==> src/rtl/uart_awg_pkg.sv <==
// Shared constants and types for the AWG UART configuration receiver.
//   HDR / BCAST_GA / IDX_COMMIT : frame byte values
//   field_e                     : register field selector within a channel/segment
//   pstate_e                    : frame parser states
//   reg_idx()                   : flat register index for (field, seg, ch)
package uart_awg_pkg;

  localparam logic [7:0] HDR        = 8'hAA;
  localparam logic [7:0] BCAST_GA   = 8'h1F;
  localparam logic [7:0] IDX_COMMIT = 8'hFF;

  typedef enum logic [1:0] {DELAY, LEN, ADDR} field_e;

  typedef enum logic [2:0] {P_IDLE, P_GA, P_IDX, P_DATA, P_CSUM} pstate_e;

  // Fields are the outermost dimension, channels the innermost.
  function automatic int reg_idx(field_e f, int seg, int ch, int nch, int nseg);
    return int'(f) * nch * nseg + seg * nch + ch;
  endfunction

endpackage

==> src/rtl/uart_rx_byte.sv <==
// UART byte receiver: 2-FF synchroniser, start/data/stop sampling, framing check.
//   clk, rst   : system clock, async active-high reset
//   rxb        : raw serial line, idle high
//   rx_byte    : last received byte (valid with byte_vld)
//   byte_vld   : 1-cycle strobe, byte received with a good stop bit
//   frame_err  : 1-cycle strobe, stop bit read low (byte dropped)
module uart_rx_byte #(
  parameter int DIV = 87
) (
  input  logic       clk,
  input  logic       rst,
  input  logic       rxb,
  output logic [7:0] rx_byte,
  output logic       byte_vld,
  output logic       frame_err
);

  localparam int CW   = $clog2(DIV + 1);
  localparam int HALF = DIV / 2;

  typedef enum logic [1:0] {R_IDLE, R_START, R_DATA, R_STOP} rstate_e;

  rstate_e       st;
  logic [1:0]    sync;
  logic          rx_prev;
  logic [CW-1:0] cnt;
  logic [2:0]    bitn;
  logic [7:0]    sh;

  always_ff @(posedge clk or posedge rst) begin
    if (rst) begin
      sync      <= 2'b11;
      rx_prev   <= 1'b1;
      st        <= R_IDLE;
      cnt       <= '0;
      bitn      <= '0;
      sh        <= '0;
      rx_byte   <= '0;
      byte_vld  <= 1'b0;
      frame_err <= 1'b0;
    end else begin
      sync      <= {sync[0], rxb};
      rx_prev   <= sync[1];
      byte_vld  <= 1'b0;
      frame_err <= 1'b0;
      case (st)
        R_IDLE: begin
          cnt <= '0;
          if (rx_prev && !sync[1]) st <= R_START;
        end
        // Mid-bit check of the start bit rejects glitches on the line.
        R_START: begin
          if (cnt == CW'(HALF)) begin
            cnt  <= '0;
            bitn <= '0;
            st   <= sync[1] ? R_IDLE : R_DATA;
          end else cnt <= cnt + 1'b1;
        end
        R_DATA: begin
          if (cnt == CW'(DIV - 1)) begin
            cnt  <= '0;
            sh   <= {sync[1], sh[7:1]};
            bitn <= bitn + 1'b1;
            if (bitn == 3'd7) st <= R_STOP;
          end else cnt <= cnt + 1'b1;
        end
        R_STOP: begin
          if (cnt == CW'(DIV - 1)) begin
            cnt <= '0;
            st  <= R_IDLE;
            if (sync[1]) begin
              rx_byte  <= sh;
              byte_vld <= 1'b1;
            end else frame_err <= 1'b1;
          end else cnt <= cnt + 1'b1;
        end
        default: st <= R_IDLE;
      endcase
    end
  end

endmodule

==> src/rtl/uart_awg_cfg_rx.sv <==
// AWG configuration receiver. Parses addressed, checksummed UART frames into a
// shadow register bank and copies it to the active bank on a commit frame.
//   I_clk_10M    : system clock
//   I_rst        : async active-high reset
//   I_rxb        : UART line, idle high
//   I_GA         : board geographic address
//   O_cfg        : active bank, register k at [k*FIELD_W +: FIELD_W]
//   O_cfg_update : 1-cycle pulse on commit
//   O_frame_ok   : 1-cycle pulse per accepted write or commit frame
//   O_err_cnt    : saturating framing/checksum/timeout error count
module uart_awg_cfg_rx
  import uart_awg_pkg::*;
#(
  parameter int CLK_FREQ_HZ = 10_000_000,
  parameter int BAUD        = 115_200,
  parameter int NUM_CH      = 4,
  parameter int NUM_SEG     = 3,
  parameter int FIELD_W     = 24,
  parameter int TIMEOUT_CYC = 20 * ((CLK_FREQ_HZ + BAUD / 2) / BAUD)
) (
  input  logic                                   I_clk_10M,
  input  logic                                   I_rst,
  input  logic                                   I_rxb,
  input  logic [4:0]                             I_GA,
  output logic [3*NUM_CH*NUM_SEG*FIELD_W-1:0]    O_cfg,
  output logic                                   O_cfg_update,
  output logic                                   O_frame_ok,
  output logic [7:0]                             O_err_cnt
);

  localparam int DIV  = (CLK_FREQ_HZ + BAUD / 2) / BAUD;
  localparam int NB   = (FIELD_W + 7) / 8;
  localparam int DW   = NB * 8;
  localparam int NREG = 3 * NUM_CH * NUM_SEG;
  localparam int TW   = $clog2(TIMEOUT_CYC + 1);
  localparam int DCW  = $clog2(NB + 1);

  // Register indices travel in one byte and 0xFF is reserved for commit.
  generate
    if (NREG > 255) begin : g_nreg_chk
      $error("uart_awg_cfg_rx: NREG must be <= 255");
    end
  endgenerate

  logic [7:0] rx_byte;
  logic       byte_vld, frame_err;

  uart_rx_byte #(.DIV(DIV)) u_rx (
    .clk       (I_clk_10M),
    .rst       (I_rst),
    .rxb       (I_rxb),
    .rx_byte   (rx_byte),
    .byte_vld  (byte_vld),
    .frame_err (frame_err)
  );

  pstate_e                        pst;
  logic                           match;
  logic [7:0]                     idx;
  logic [7:0]                     csum;
  logic [DW-1:0]                  dsh;
  logic [DCW-1:0]                 dcnt;
  logic [TW-1:0]                  tmo;
  logic [NREG-1:0][FIELD_W-1:0]   shadow;
  logic [NREG-1:0][FIELD_W-1:0]   cfg;

  logic tmo_hit, csum_bad, err_inc;

  assign tmo_hit  = (pst != P_IDLE) && !byte_vld && (tmo == TW'(TIMEOUT_CYC - 1));
  // Bad checksums on frames for other boards are not this board's problem.
  assign csum_bad = byte_vld && (pst == P_CSUM) && match && (rx_byte != csum);
  // Every framing error counts, even between frames; sources merge to one step.
  assign err_inc  = tmo_hit | csum_bad | frame_err;

  assign O_cfg = cfg;

  always_ff @(posedge I_clk_10M or posedge I_rst) begin
    if (I_rst) begin
      pst          <= P_IDLE;
      match        <= 1'b0;
      idx          <= '0;
      csum         <= '0;
      dsh          <= '0;
      dcnt         <= '0;
      tmo          <= '0;
      shadow       <= '0;
      cfg          <= '0;
      O_cfg_update <= 1'b0;
      O_frame_ok   <= 1'b0;
      O_err_cnt    <= '0;
    end else begin
      O_cfg_update <= 1'b0;
      O_frame_ok   <= 1'b0;
      if (err_inc && O_err_cnt != 8'hFF) O_err_cnt <= O_err_cnt + 8'd1;
      if (pst == P_IDLE || byte_vld) tmo <= '0;
      else                           tmo <= tmo + 1'b1;

      if (frame_err || tmo_hit) pst <= P_IDLE;
      else if (byte_vld) begin
        case (pst)
          P_IDLE: if (rx_byte == HDR) pst <= P_GA;
          P_GA: begin
            match <= (rx_byte == {3'b000, I_GA}) || (rx_byte == BCAST_GA);
            csum  <= rx_byte;
            pst   <= P_IDX;
          end
          P_IDX: begin
            idx  <= rx_byte;
            csum <= csum ^ rx_byte;
            dcnt <= '0;
            pst  <= P_DATA;
          end
          P_DATA: begin
            dsh  <= (dsh << 8) | DW'(rx_byte);
            csum <= csum ^ rx_byte;
            dcnt <= dcnt + 1'b1;
            if (dcnt == DCW'(NB - 1)) pst <= P_CSUM;
          end
          P_CSUM: begin
            pst <= P_IDLE;
            if (match && rx_byte == csum) begin
              if (idx == IDX_COMMIT) begin
                cfg          <= shadow;
                O_cfg_update <= 1'b1;
                O_frame_ok   <= 1'b1;
              end else if (idx < 8'(NREG)) begin
                for (int k = 0; k < NREG; k++)
                  if (idx == 8'(k)) shadow[k] <= dsh[FIELD_W-1:0];
                O_frame_ok <= 1'b1;
              end
            end
          end
          default: pst <= P_IDLE;
        endcase
      end
    end
  end

endmodule

==> config.mk <==
export PLATFORM = sky130hd
export DESIGN_NAME = uart_awg_cfg_rx
export DESIGN_NICKNAME = d
export VERILOG_FILES = /design/src/rtl/uart_awg_pkg.sv /design/src/rtl/uart_rx_byte.sv /design/src/rtl/uart_awg_cfg_rx.sv
export SDC_FILE = /design/constraint.sdc
export NUM_CORES = 2
export LEC_CHECK = 0
export ABC_AREA = 0
export BUFFER_PORTS_ARGS = -buffer_cell sky130_fd_sc_hd__buf_2
export CAP_MARGIN = 10
export CORE_MARGIN = 2
export CORE_UTILIZATION = 55
export DETAILED_ROUTE_END_ITERATION = 8
export GPL_TIMING_DRIVEN = 0
export PLACE_DENSITY = 0.73
export SYNTH_ARGS = -nofsm -noshare
export SYNTH_HDL_FRONTEND = slang
export SYNTH_SLANG_ARGS = --single-unit
==> constraint.sdc <==
create_clock -name I_clk_10M -period 107 [get_ports I_clk_10M]
set_input_delay 21.4 -clock I_clk_10M [delete_from_list [all_inputs] [get_ports I_clk_10M]]
set_output_delay 21.4 -clock I_clk_10M [all_outputs]
set_load 0.01 [all_outputs]
==> qor.csv <==
stage,metric,value,unit
clock_network,"Clk pin slew, worst setup/hold paths",0.06,ns
place,area post-placement,76300,µm²
job,max_cap viols,0,
clock_network,CTS buffer count,182,
die,row cnt,130,
global_route,gr ovfl total,0,
setup_path,critical path type,input pin to asynchronous set/reset pin,
routing,drt via density,5.61,
synth,synthesis-stage register bit count,1828,
synth,"Avg Cell Area, Syn",16.5,µm²
sta,Achievable Freq,0.0423,GHz
setup_path,Worst Path Required,107.84,ns
global_route,largest net degree at the start of global routing,136,
routing,DRT antenna net count,0,
clock_network,TritonCTS clock tree,built,
place,I/O Buffers,881,
run_status,status,"finished, final reports clean",
setup_path,crit start category,input pin,
routing,Routed WL,199000,µm
place,pre-CTS setup slack,82.48,ns
synth,Synth Flop Type,dfrtp_1,
die,# IOs,882,
power,maximum vdd ir drop,0.0163,mV
global_route,Tot GR Track Use,0.309,
final_layout,Fillers,9108,
final_layout,Layout area overhead,19.2,%
power,pwr/cell area,16.5,nW/µm²
synth,syn_nets,4199,
sta,final hold vios,0,
clock_network,Clock Tree Root,clkbuf_16,
sta,max-slew violation count,0,
clock_network,Post-CTS Setup Inserts,0,
synth,ys async rst share,1.00,
synth,synth warn,0,
synth,Post-Syn Area,69200,µm²
routing,DRT iter0 DRCs,2468,
final_layout,share of layout cells above drive strength 1,0.585,
final_layout,Final nets,5291,
place,global placer's final weighted congestion,0.829,
setup_path,Worst Path Arrival,24.48,ns
worst_hold_path,Hold Crit Class,register to register,
synth,Post-Syn Instances,4184,
place,hpwl dp,142000,µm
die,Die H,359,µm
clock_network,clk_lat worst skew,0.81,ns
die,core area,125000,µm²
global_route,first-pass GRT wire length,285000,µm
setup_path,CP endpoint kind,asynchronous set/reset pin,
sta,RSZ-0062 raised after global routing,false,
synth,register area share after synthesis,0.661,
clock_network,Clock Tree Buf Depth,3,
synth,Post-synth EDFFs,0,
routing,routed via count,39708,
routing,Initial DRT Pass Iterations,5,
power,LEAKAGE,45.0,nW
die,Die ar.,129000,µm²
sta,Worst Tran Pin Value,1.39,ns
global_route,initial antenna violation count,20,
clock_network,CTS Hold Bufs,0,
routing,DRC violations left,0,
final_layout,fin area,82500,µm²
clock_network,Resize count post-CTS,0,
sta,Clock Skews,0.0248,ns
sta,final setup fails,0,
die,die width,359,µm
final_layout,register area,45700,µm²
sta,Final TNS setup,0,ns
die,Starting Density,0.553,
global_route,vias in the first global route,40742,
routing,routed length per instance,28.1,µm
clock_network,clock sink count,1828,
sta,Period minus WS final,23.64,ns
sta,Setup WS post-layout,83.36,ns
synth,Yosys cell types,60,
sta,Tcrit/Tclk final,0.221,
sta,relative slew slack,0.0747,
setup_path,Critical Path Fanout Max,134,
final_layout,multi-input combinational cell area,22100,µm²
clock_network,H-tree Lvls,4,
-- cells by family after synthesis --
| family | count (synthesis) | synth area share |
|---|---|---|
| AO/OA/AOI/OAI | 49 | 0.00428 |
| XOR/XNOR | 32 | 0.00405 |
| adder cells (fa/ha/maj) | 7 | 0.00127 |
| buffers and inverters | 305 | 0.0200 |
| flip-flops | 1828 | 0.661 |
| multiplexers | 1783 | 0.291 |
| AND/OR/NAND/NOR | 180 | 0.0185 |
-- flip-flops by register name (all words and copies together) (netlist names), 8 cells and up, named ones only --
name,cells
csum,8
tmo,11
idx,8
O_cfg,864
u_rx.rx_byte,8
u_rx.sh,8
dsh,24
shadow,864
O_err_cnt,8
-- stage by stage --
stage	power [W]	utilization	std cells	hold slack, ns
2_1_floorplan	0.000717	-	4184	0.345
3_3_place_gp	0.000722	0.604	6715	0.347
3_5_place_dp	0.000721	0.610	6742	0.347
4_1_cts	0.00137	0.659	7072	0.356
5_1_grt	0.00140	0.659	7073	0.360
6_report	0.00136	0.659	7079	0.356
-- metal layers --
metal,share of wire,global-route usage
met3,0.071,0.0827
met2,0.48,0.497
met1,0.40,0.400
met4,0.043,0.130
met5,0.000035,0
-- critical path, stage by stage --
cell	delay, ns
buf_2	0.13
inv_8	0.16
buf_16	0.47
buf_16	0.37
buf_16	0.42
buf_16	0.53
buf_16	0.48
-- where the power goes --
part / internal (W) / switching (W)
registers: 0.000692 / 0.000000150
logic: 0.00000199 / 0.0000137
clock network: 0.000384 / 0.000268
total: 0.00108 / 0.000282
-- layout by cell type, fill, tap and decap left out, types with 17 or more instances in the layout --
| cell type | synthesis | routed |
|---|---|---|
| xor2_1 | 17 | 17 |
| clkbuf_1 | 123 | 166 |
| nor2_1 | 42 | 42 |
| buf_16 | 0 | 17 |
| buf_2 | 153 | 1034 |
| mux2_2 | 1754 | 1754 |
| a21oi_1 | 20 | 20 |
| clkinv_2 | 0 | 22 |
| mux2_4 | 20 | 20 |
| nand2_1 | 31 | 31 |
| clkbuf_8 | 0 | 58 |
| clkbuf_16 | 0 | 186 |
| dfrtp_1 | 1825 | 1825 |
-- path summary, 6_finish.rpt --
| check | start | endpoint | slack, ns | cells after the start |
|---|---|---|---|---|
| max reg2reg | u_rx.rx_byte[4] | O_cfg[53] | 102.50 | 9 |
| max in group I_clk_10M | O_cfg[287] | O_cfg[287] | 84.08 | 1 |
| max | I_rst | shadow[727] | 83.36 | 7 |
| min reg2reg | u_rx.sync[0] | u_rx.sync[1] | 0.36 | 0 |
| min in group asynchronous | I_rst | O_cfg[231] | 20.53 | 2 |
| min | u_rx.sync[0] | u_rx.sync[1] | 0.36 | 0 |
-- cell type report --
class | count | share of cell area
antenna | 7 | 0.000212
buffer | 294 | 0.0163
clock buffer | 289 | 0.0681
clock inverter | 41 | 0.00663
inverter | 11 | 0.000591
multi-input combinational | 2051 | 0.268
sequential | 1828 | 0.554
tap | 1650 | 0.0250
timing repair buffer | 908 | 0.0606
-- cells in the mapped netlist, types with 6 or more instances --
cell | number | area share
a21oi_1 | 20 | 0.0014
and3_1 | 7 | 0.00063
buf_1 | 10 | 0.00054
buf_2 | 153 | 0.011
clkbuf_1 | 123 | 0.0067
dfrtp_1 | 1825 | 0.66
ha_1 | 7 | 0.0013
inv_1 | 11 | 0.00060
mux2_1 | 6 | 0.00098
mux2_2 | 1754 | 0.29
mux2_4 | 20 | 0.0043
nand2_1 | 31 | 0.0017
nand3_1 | 11 | 0.00080
nor2_1 | 42 | 0.0023
nor4_2 | 10 | 0.0018
nor4_4 | 12 | 0.0037
o21ai_0 | 9 | 0.00065
or4_1 | 7 | 0.00076
xnor2_1 | 15 | 0.0019
xor2_1 | 17 | 0.0022
(Power assumes the default switching activity.)
